[src/rtl/tm_pkg.sv]
// Shared types and helpers for the token matcher: FSM state encoding and the per-character compare enable.
// Latency: n/a (types and pure functions only).
// Backpressure: n/a.
package tm_pkg;

   // Controller states: accept traffic, walk the vocab in lane groups, hold the result
   typedef enum logic [1:0] {
      IDLE = 2'd0,
      SCAN = 2'd1,
      RESP = 2'd2
   } tm_state_t;

   // Compare-mask bit for one character position. char_idx counts from the least-significant
   // character (0) up to word_length-1 (the leading character of the word). Exact mode enables
   // every character; prefix mode enables only the leading min(len, word_length) characters,
   // so len = 0 enables nothing and every live entry matches.
   function automatic logic tm_char_en(
      input int unsigned word_length,
      input int unsigned len,
      input logic        prefix,
      input int unsigned char_idx
   );
      int unsigned eff_len;
      if (!prefix) begin
         return 1'b1;
      end
      eff_len = (len > word_length) ? word_length : len;
      return ((char_idx + eff_len) >= word_length);
   endfunction

endpackage

[src/rtl/tm_lane_cmp.sv]
// One compare lane: does a single vocab entry match the query on every enabled character?
// Latency: purely combinational.
// Backpressure: none; the caller gates the result with entry_live.
module tm_lane_cmp #(
   parameter int WORD_LENGTH = 3,
   parameter int DATA_WIDTH  = 8
) (
   input  logic [WORD_LENGTH*DATA_WIDTH-1:0] entry_word,
   input  logic [WORD_LENGTH*DATA_WIDTH-1:0] query_word,
   input  logic [WORD_LENGTH-1:0]            char_mask,
   input  logic                              entry_live,
   output logic                              hit
);

   logic [WORD_LENGTH-1:0] char_ok;

   // A masked-off character always counts as matching
   for (genvar c = 0; c < WORD_LENGTH; c++) begin : g_char
      assign char_ok[c] = !char_mask[c] ||
         (entry_word[c*DATA_WIDTH +: DATA_WIDTH] == query_word[c*DATA_WIDTH +: DATA_WIDTH]);
   end

   // Entries at or beyond the current occupancy never hit, whatever stale data they hold
   assign hit = entry_live && (&char_ok);

endmodule

[src/rtl/token_matcher.sv]
// Append-only vocab with a LANES-wide linear search returning the lowest matching index.
// Latency: query accept to r_valid is 1 cycle on an empty vocab, else one cycle per lane group scanned plus 1.
// Backpressure: wr/q accepted only in IDLE (a write beats a same-cycle query); result held in RESP until r_ready.
module token_matcher
   import tm_pkg::*;
#(
   parameter int ADDR_WIDTH  = 4,
   parameter int WORD_LENGTH = 3,
   parameter int DATA_WIDTH  = 8,
   parameter int LANES       = 2   // power of two, no larger than the vocab depth
) (
   input  logic                                 clk,
   input  logic                                 rst,
   input  logic                                 wr_valid,
   output logic                                 wr_ready,
   input  logic [WORD_LENGTH*DATA_WIDTH-1:0]    wr_word,
   input  logic                                 q_valid,
   output logic                                 q_ready,
   input  logic [WORD_LENGTH*DATA_WIDTH-1:0]    q_word,
   input  logic [$clog2(WORD_LENGTH+1)-1:0]     q_len,
   input  logic                                 q_prefix,
   output logic                                 r_valid,
   input  logic                                 r_ready,
   output logic                                 r_found,
   output logic [ADDR_WIDTH-1:0]                r_index,
   output logic [ADDR_WIDTH:0]                  vocab_count,
   output logic                                 vocab_overflow,
   output logic                                 nullptr_vocab
);

   localparam int DEPTH  = 1 << ADDR_WIDTH;
   localparam int WORD_W = WORD_LENGTH * DATA_WIDTH;
   localparam int LEN_W  = $clog2(WORD_LENGTH + 1);
   localparam int IDX_W  = ADDR_WIDTH + 1;

   // Occupancy value meaning "vocab full", and the per-cycle base stride
   localparam logic [IDX_W-1:0] FULL_CNT = {1'b1, {ADDR_WIDTH{1'b0}}};
   localparam logic [IDX_W-1:0] LANES_C  = IDX_W'(LANES);

   // Query as captured at accept time; held for the whole scan
   typedef struct packed {
      logic [WORD_W-1:0] word;
      logic [LEN_W-1:0]  len;
      logic              prefix;
   } query_t;

   tm_state_t          state;
   tm_state_t          state_nxt;
   query_t             query_q;
   logic [IDX_W-1:0]   base;
   logic [WORD_W-1:0]  vocab_mem [DEPTH];

   logic [WORD_LENGTH-1:0] char_mask;
   logic [IDX_W-1:0]       lane_idx [LANES];
   logic [LANES-1:0]       lane_hit;
   logic                   hit_any;
   logic [ADDR_WIDTH-1:0]  hit_idx;
   logic                   scan_last;
   logic                   wr_accept;
   logic                   wr_drop;
   logic                   q_accept;
   logic                   vocab_empty;

   assign vocab_empty = (vocab_count == '0);
   assign wr_accept   = wr_valid && wr_ready;
   assign wr_drop     = wr_valid && (state == IDLE) && (vocab_count == FULL_CNT);
   assign q_accept    = q_valid && q_ready;

   // The current group is the last one when it reaches the end of the occupied region
   assign scan_last = ((base + LANES_C) >= vocab_count);

   // Compare mask derived once from the latched query; shared by all lanes
   for (genvar c = 0; c < WORD_LENGTH; c++) begin : g_mask
      assign char_mask[c] = tm_char_en(WORD_LENGTH, 32'(query_q.len), query_q.prefix, c);
   end

   // Lane l looks at entry base+l; the base is a multiple of LANES so the group never straddles DEPTH
   for (genvar l = 0; l < LANES; l++) begin : g_lane
      assign lane_idx[l] = base + IDX_W'(l);

      tm_lane_cmp #(
         .WORD_LENGTH (WORD_LENGTH),
         .DATA_WIDTH  (DATA_WIDTH)
      ) u_lane_cmp (
         .entry_word (vocab_mem[lane_idx[l][ADDR_WIDTH-1:0]]),
         .query_word (query_q.word),
         .char_mask  (char_mask),
         .entry_live (lane_idx[l] < vocab_count),
         .hit        (lane_hit[l])
      );
   end

   // Priority pick: walk lanes from highest to lowest so the lowest hitting lane wins
   always_comb begin
      hit_any = 1'b0;
      hit_idx = '0;
      for (int l = LANES - 1; l >= 0; l--) begin
         if (lane_hit[l]) begin
            hit_any = 1'b1;
            hit_idx = lane_idx[l][ADDR_WIDTH-1:0];
         end
      end
   end

   // State register
   always_ff @(posedge clk) begin
      if (rst) begin
         state <= IDLE;
      end else begin
         state <= state_nxt;
      end
   end

   // Next-state and handshake outputs
   always_comb begin
      state_nxt = state;
      wr_ready  = 1'b0;
      q_ready   = 1'b0;
      r_valid   = 1'b0;
      case (state)
         IDLE: begin
            wr_ready = (vocab_count != FULL_CNT);
            q_ready  = !wr_valid;
            if (q_valid && !wr_valid) begin
               state_nxt = vocab_empty ? RESP : SCAN;
            end
         end
         SCAN: begin
            if (hit_any || scan_last) begin
               state_nxt = RESP;
            end
         end
         RESP: begin
            r_valid = 1'b1;
            if (r_ready) begin
               state_nxt = IDLE;
            end
         end
         default: state_nxt = IDLE;
      endcase
   end

   // Occupancy, overflow, query capture, scan pointer and result registers
   always_ff @(posedge clk) begin
      if (rst) begin
         vocab_count    <= '0;
         vocab_overflow <= 1'b0;
         query_q        <= '0;
         base           <= '0;
         r_found        <= 1'b0;
         r_index        <= '0;
         nullptr_vocab  <= 1'b0;
      end else begin
         if (wr_accept) begin
            vocab_count <= vocab_count + 1'b1;
         end
         if (wr_drop) begin
            vocab_overflow <= 1'b1;
         end
         if (q_accept) begin
            query_q.word   <= q_word;
            query_q.len    <= q_len;
            query_q.prefix <= q_prefix;
            base           <= '0;
            r_found        <= 1'b0;
            r_index        <= '0;
            nullptr_vocab  <= vocab_empty;
         end
         if (state == SCAN) begin
            if (hit_any) begin
               r_found <= 1'b1;
               r_index <= hit_idx;
            end else if (!scan_last) begin
               base <= base + LANES_C;
            end
         end
      end
   end

   // Vocab storage: not reset, anything at or above vocab_count is ignored by the lanes
   always_ff @(posedge clk) begin
      if (wr_accept) begin
         vocab_mem[vocab_count[ADDR_WIDTH-1:0]] <= wr_word;
      end
   end

endmodule

[config.mk]
export PLATFORM = sky130hd
export DESIGN_NAME = token_matcher
export DESIGN_NICKNAME = d
export VERILOG_FILES = /design/src/rtl/tm_pkg.sv /design/src/rtl/tm_lane_cmp.sv /design/src/rtl/token_matcher.sv
export SDC_FILE = /design/constraint.sdc
export NUM_CORES = 1
export LEC_CHECK = 0
export ABC_AREA = 1
export BUFFER_PORTS_ARGS = -buffer_cell sky130_fd_sc_hd__buf_2
export CORE_UTILIZATION = 40
export CTS_CLUSTER_SIZE = 8
export DETAILED_ROUTE_END_ITERATION = 10
export GPL_TIMING_DRIVEN = 1
export HOLD_SLACK_MARGIN = 0.1
export PLACE_DENSITY_LB_ADDON = 0.15
export SLEW_MARGIN = 20
export SYNTH_ARGS = -nofsm -noshare
export SYNTH_HDL_FRONTEND = slang
export SYNTH_SLANG_ARGS = --single-unit
export TNS_END_PERCENT = 20
[constraint.sdc]
create_clock -name clk -period 4.1 [get_ports clk]
set_input_delay 0.41 -clock clk [delete_from_list [all_inputs] [get_ports clk]]
set_output_delay 0.41 -clock clk [all_outputs]
set_load 0.01 [all_outputs]
Yosys cells after proc, flatten, opt, wreduce, memory -nomap -nowiden
Memories as Yosys holds them, arrays and structs flattened. A register that Yosys moved wholly into a read port is not among the register bits.
Cells that the tools add are included.
Operators by class
  multiplexer cells: 28
  reduce and logical (&&, ||, !) cells: 23
  add/subtract/negate cells: 5
  magnitude comparators: 6
  equal/unequal tests: 13
Operators by type and width (count)
  8-bit == test: 6
  4-bit two-way mux: 6
  5-bit two-way mux: 4
  1-bit two-way mux: 13
  5-bit by 1-bit adder with 5-bit output, second input constant: 2
  5-bit < comparator: 2
  3-bit AND reduction: 3
  2-bit two-way mux: 4
  1-bit logical AND: 7
  1-bit logical OR: 7
  3-bit by 2-bit greater-or-equal comparator with 1-bit output, second input constant: 2
  2-bit one-hot mux with 3 select lines: 1
  5-bit by 2-bit adder with 5-bit output, second input constant: 1
  5-bit == test, second input constant: 1
  5-bit greater-or-equal comparator: 1
  5-bit zero test: 1
  5-bit != test, second input constant: 1
  1-bit zero test: 4
  2-bit != test, second input constant: 2
  1-bit by 2-bit adder with 3-bit output, first input constant: 1
  2-bit by 2-bit adder with 3-bit output, first input constant: 1
  2-bit by 1-bit == test with 1-bit output, second input constant: 1
  2-bit == test, second input constant: 1
  2-bit greater-or-equal comparator, second input constant: 1
  2 further kinds: 2
Word-level totals
  output and inout port bits: 15
  logic and storage cells: 86
  memories kept: 1
  bits in registers: 46
  bits of input ports: 56
  bits in writable memories: 384
Memories
  vocab_mem: words 16, width 24, read ports 2, clocked after Yosys merged registers in 1, wr ports 1, line token_matcher.sv:51  | logic [WORD_W-1:0] vocab_mem [DEPTH];

Longest topological paths before layout
  depth in word-level cells: 12
  depth in mapped cells: 24
  gate-level depth less buffers: 22

Modules after synthesis
Synthesis repeated with hierarchy kept, for this count alone.
Unflattened totals
  cell total of the unflattened synthesis: 2375
  area total of the unflattened synthesis: 22352.7 um^2
Modules (own cells, without submodules)
  token_matcher: seq. area each 12451.9 um^2, area each 21529.4 um^2, instances 1, cells each 2193
  tm_lane_cmp: seq. area each 0.0 um^2, area each 411.6 um^2, instances 2, cells each 91

Worst setup path after synthesis
OpenSTA, ideal clock, no wires.
  path type: register -> register
  start point: reg vocab_count[0]
  end point: mem vocab_mem[8][0] (netlist bit) (enable)
  setup slack: 835 ps
  library setup time: 435 ps
  stages on the path, launching flop included: 8
  arrival: 2830 ps
  cells stage by stage: dfxtp_1 -> inv_1 -> ha_1 -> nand2_1 -> nor2_1 -> inv_1 -> nand2_1 -> nor3_1
Between the ends
  word-level cells in the longest chain between the ends: 5
Ends and longest elaborated chain
  start: declaration: line token_matcher.sv:26  | output logic [ADDR_WIDTH:0] vocab_count,
  start signal: assignment: line token_matcher.sv:155  | vocab_count <= vocab_count + 1'b1;
  5-bit != test: line token_matcher.sv:122  | wr_ready = (vocab_count != FULL_CNT);
  1-bit two-way mux: line token_matcher.sv:120  | case (state)
  1-bit logical AND: line token_matcher.sv:65  | assign wr_accept = wr_valid && wr_ready;
  1-bit two-way mux: line token_matcher.sv:182  | if (wr_accept) begin
  1-bit two-way mux (not written as such): line token_matcher.sv:183  | vocab_mem[vocab_count[ADDR_WIDTH-1:0]] <= wr_word;
  end: declaration: line token_matcher.sv:51
Several ways; a longest one is shown, not always the timed one.

Worst setup path in the final report
  start point: reg base[1]
  end point: reg r_index[1]
Between the ends
  word-level cells in the longest chain between the ends: 10
  elaborated cells on any way between the ends: 19
  those cells by class: add/sub (1); order compare (2); eq/ne (3); mux (6); reduce/logical (6); memory (1)
Ends and longest elaborated chain
  start: declaration: line token_matcher.sv:50  | logic [IDX_W-1:0] base;
  start signal: assignment: line token_matcher.sv:174  | base <= base + LANES_C;
  5-bit by 1-bit adder with 5-bit output: line token_matcher.sv:79  | assign lane_idx[l] = base + IDX_W'(l);
  memory read 16 x 24 bit
  8-bit == test: line tm_lane_cmp.sv:20  | (entry_word[c*DATA_WIDTH +: DATA_WIDTH] == query_word[c*DATA_WIDTH +: DATA_WIDTH]);
  1-bit logical OR: line tm_lane_cmp.sv:19  | assign char_ok[c] = !char_mask[c] ||
  3-bit AND reduction: line tm_lane_cmp.sv:24  | assign hit = entry_live && (&char_ok);
  1-bit logical AND: line tm_lane_cmp.sv:24
  4-bit two-way mux or 1-bit two-way mux (tied branches) (2 in series): line token_matcher.sv:98  | if (lane_hit[l]) begin
  4-bit two-way mux *: line token_matcher.sv:170  | if (hit_any) begin
  4-bit two-way mux *: line token_matcher.sv:169  | if (state == SCAN) begin
  end signal: assignment: line token_matcher.sv:172  | r_index <= hit_idx;
  end: declaration: line token_matcher.sv:25  | output logic [ADDR_WIDTH-1:0] r_index,
Mark *: on every way between the ends. The rest lies on a longest branch, timed or not.
A chain may end at the register's enable or synchronous reset.

==> impl_metrics.yaml <==
sta:
  setup-tns-final_ns: 0
  worst_slew_pin_slew_ns: 1.04
  relSlewSlack_pct: 30.6
  clock_skew_ns: 0.0229
  rsz0062_at_grt: "false"
  hold_violations: 0
  setup_viol: 0
  fin_crit_ns: 3.51
  fmax_ghz: 0.285
  fin_crit_sh_pct: 85.6
  slew_violations: 0
setup_path:
  r2r_cells: 19
  worstSetupPathType: "register to register"
  path_cells: "ha_1 > nand2_1 > o21ai_4 > buf_4 > nand3_1 > nand3_1 > nand2_1 > inv_1 > nand2_1 > nor2_1 > nand2_1 > nand2_1 > nand2_1 > nor2_4 > nor2_4 > nor2_2 > nand2_1 > nand2_1 > nor2_1"
  worstPathRequired_ns: 4.61
  cp.arrival_ns: 4.02
  critPathMostFrequentCell: "nand2_1"
  cp-start-kind: "register"
  worstSetupEndpointType: "register"
  ff2ff_setup_slack_ns: 0.59
  cpPeakStageDelay_ns: 0.69
  path_max_fanout: 34
  slowest_stage: "dfxtp_4"
yosys:
  synth_seq_cells: 430
  avgSynthCellArea_um2: 8.47
  synthCells: 2698
  synth_seq_area_share_pct: 54.5
  syn_nets: 2774
  synth_cell_types: 34
  ys_warn_count: 0
  synth_area_mm2: 0.0229
  postSynth.asyncResetShare_pct: 0
  synth_edf_count: 384
  yosys_most_used_dff: "edfxtp_1"
cells_and_area:
  mostFrequentLayoutCell: "nand2_1"
  layout_common_cells: "nand2_1 (820), nand3_1 (489), edfxtp_1 (384)"
  antenna_cells: 0
  fin_util_pct: 46.1
  final_cell_count_no_fill: 3537
  area_delta_synth_final_pct: 13.7
  nNetsFinal: 2806
  layout-drive-gt1-share_pct: 8.41
cts:
  ctsResizeCount: 0
  clkTransAtPathRegs_ns: 0.06
  cts_num_sinks: 430
  clk_path_buf_depth: 3
  hold_buffers: 12
  cts_root_buf: "clkbuf_16"
  cts_tree: "done"
  numCtsBuffers: 60
  clock_latency_ns: 0.64
  post-cts-setup-buffers: 0
  htree_levels: 2
hold_path:
  holdPathStages: 3
  hp-class: "input pin to register"
route:
  drcViolationCount: 0
  routed_wl_um: 73600
  viasPerCell: 5.45
  wl_per_cell_um: 20.8
  drt_iter0_markers: 2091
  ant_nets: 0
  drt_pass1_iterations: 8
  vias: 19300
global_route:
  grt_pass1_wl_um: 110000
  met3_usage_pct: 3.87
  grt_pass1_vias: 18000
  gr-usage-all-layers_pct: 25.4
  busiest_layer: "met2"
  grtUsageMet2_pct: 40.6
  grtUsageMet1_pct: 34.8
  antenna_found_initial: 1
  grt_max_degree: 243
  gr-total-overflow: 0
floorplanning:
  io_pins: 71
  core_area_mm2: 0.0564
  die_area_mm2: 0.0581
  die_w_um: 241
  fp.dieH_um: 241
  start_util_pct: 40.5
  rows: 87
power:
  leakagePower_uw: 0.0103
  vdd_drop_max_mv: 0.359
  p_per_area_mw_per_mm2: 400
placement:
  dp_cells: 3412
  io_buffer_count: 70
  hpwlAfterDp_um: 42000
  place_congestion: 0.875
outcome:
  status: "complete, no violations"
flow_run:
  max_cap_violations: 0
-- synth_stat cells, drive strengths merged (4+ instances only) --
| library cell | instances | share of area [%] |
|---|---|---|
| a21oi | 66 | 1.5 |
| buf | 121 | 2.8 |
| clkbuf | 46 | 0.76 |
| dfxtp | 46 | 4.0 |
| edfxtp | 384 | 50 |
| ha | 20 | 1.1 |
| inv | 347 | 5.7 |
| nand2 | 822 | 14 |
| nand3 | 490 | 11 |
| nor2 | 55 | 1.0 |
| nor3 | 4 | 0.088 |
| o211ai | 132 | 4.3 |
| o21ai | 152 | 3.4 |
| xor2 | 4 | 0.19 |
-- sequential cells by signal (all words and copies together), names as in the netlist --
name and flops:
query_q 27, vocab_mem 384, nullptr_vocab 1, state 2, r_found 1, vocab_overflow 1, r_index 4, vocab_count 5
base 5
-- power breakdown --
group | total (µW) | internal (µW) | switching [µW]
combinational | 770 | 232 | 538
sequential | 4920 | 4870 | 48.7
clock | 4700 | 2750 | 1950
-- cells by family (layout without fill, tap and decap cells) --
| logic type | count (synthesis) | in the layout | synth area share [%] |
|---|---|---|---|
| muxes | 1 | 1 | 0.0493 |
| adders and majority gates | 20 | 20 | 1.09 |
| DFF | 430 | 430 | 54.5 |
| xor gates and xnor gates | 5 | 5 | 0.257 |
| AOI/OAI and AO/OA | 356 | 356 | 9.40 |
| buffers and inverters | 514 | 597 | 9.26 |
| and+or+nand+nor | 1372 | 1372 | 25.5 |
-- layout make-up --
type | count | area [µm²]
fillers | 5460 | 30400
flip-flops and latches | 430 | 12500
multi-input cells | 1754 | 8440
clock buffers | 109 | 1690
inverters | 347 | 1310
repair buffers | 137 | 1070
well taps | 756 | 946
clock inverters | 4 | 75.1
-- worst max-delay path, delay by kind of cell (launching register included) --
kind | cells | cell delay (ns)
fa+ha+maj | 1 | 0.30
simple gates | 15 | 1.64
compound gates | 1 | 0.16
flops | 1 | 0.69
buf+inv | 2 | 0.56
-- through the flow --
step	hold slack, ns	power [µW]	cell area, µm²	setup slack, ns
floorplan	0.445	5430	22900	0.835
global placement	0.451	5760	24100	0.684
detailed placement	0.467	5770	24100	0.636
CTS	0.107	10500	26000	0.610
global route	0.139	10700	26000	0.392
finish	0.124	10400	26000	0.590
-- per-layer routing --
layer  up-vias  share of wire, %
met2       906                45
met3       164               8.2
li1       9126                 -
met4         2               3.1
met1      9080                43
met5         -             0.014
-- final timing paths --
path                            startpoint    endpoint
worst max register to register     base[1]  r_index[1]
worst max-delay path               base[1]  r_index[1]
worst min-delay path             q_word[2]  query_q[5]
worst min register to register     r_found     r_found
No activity file was read; power rests on OpenSTA's default activity.
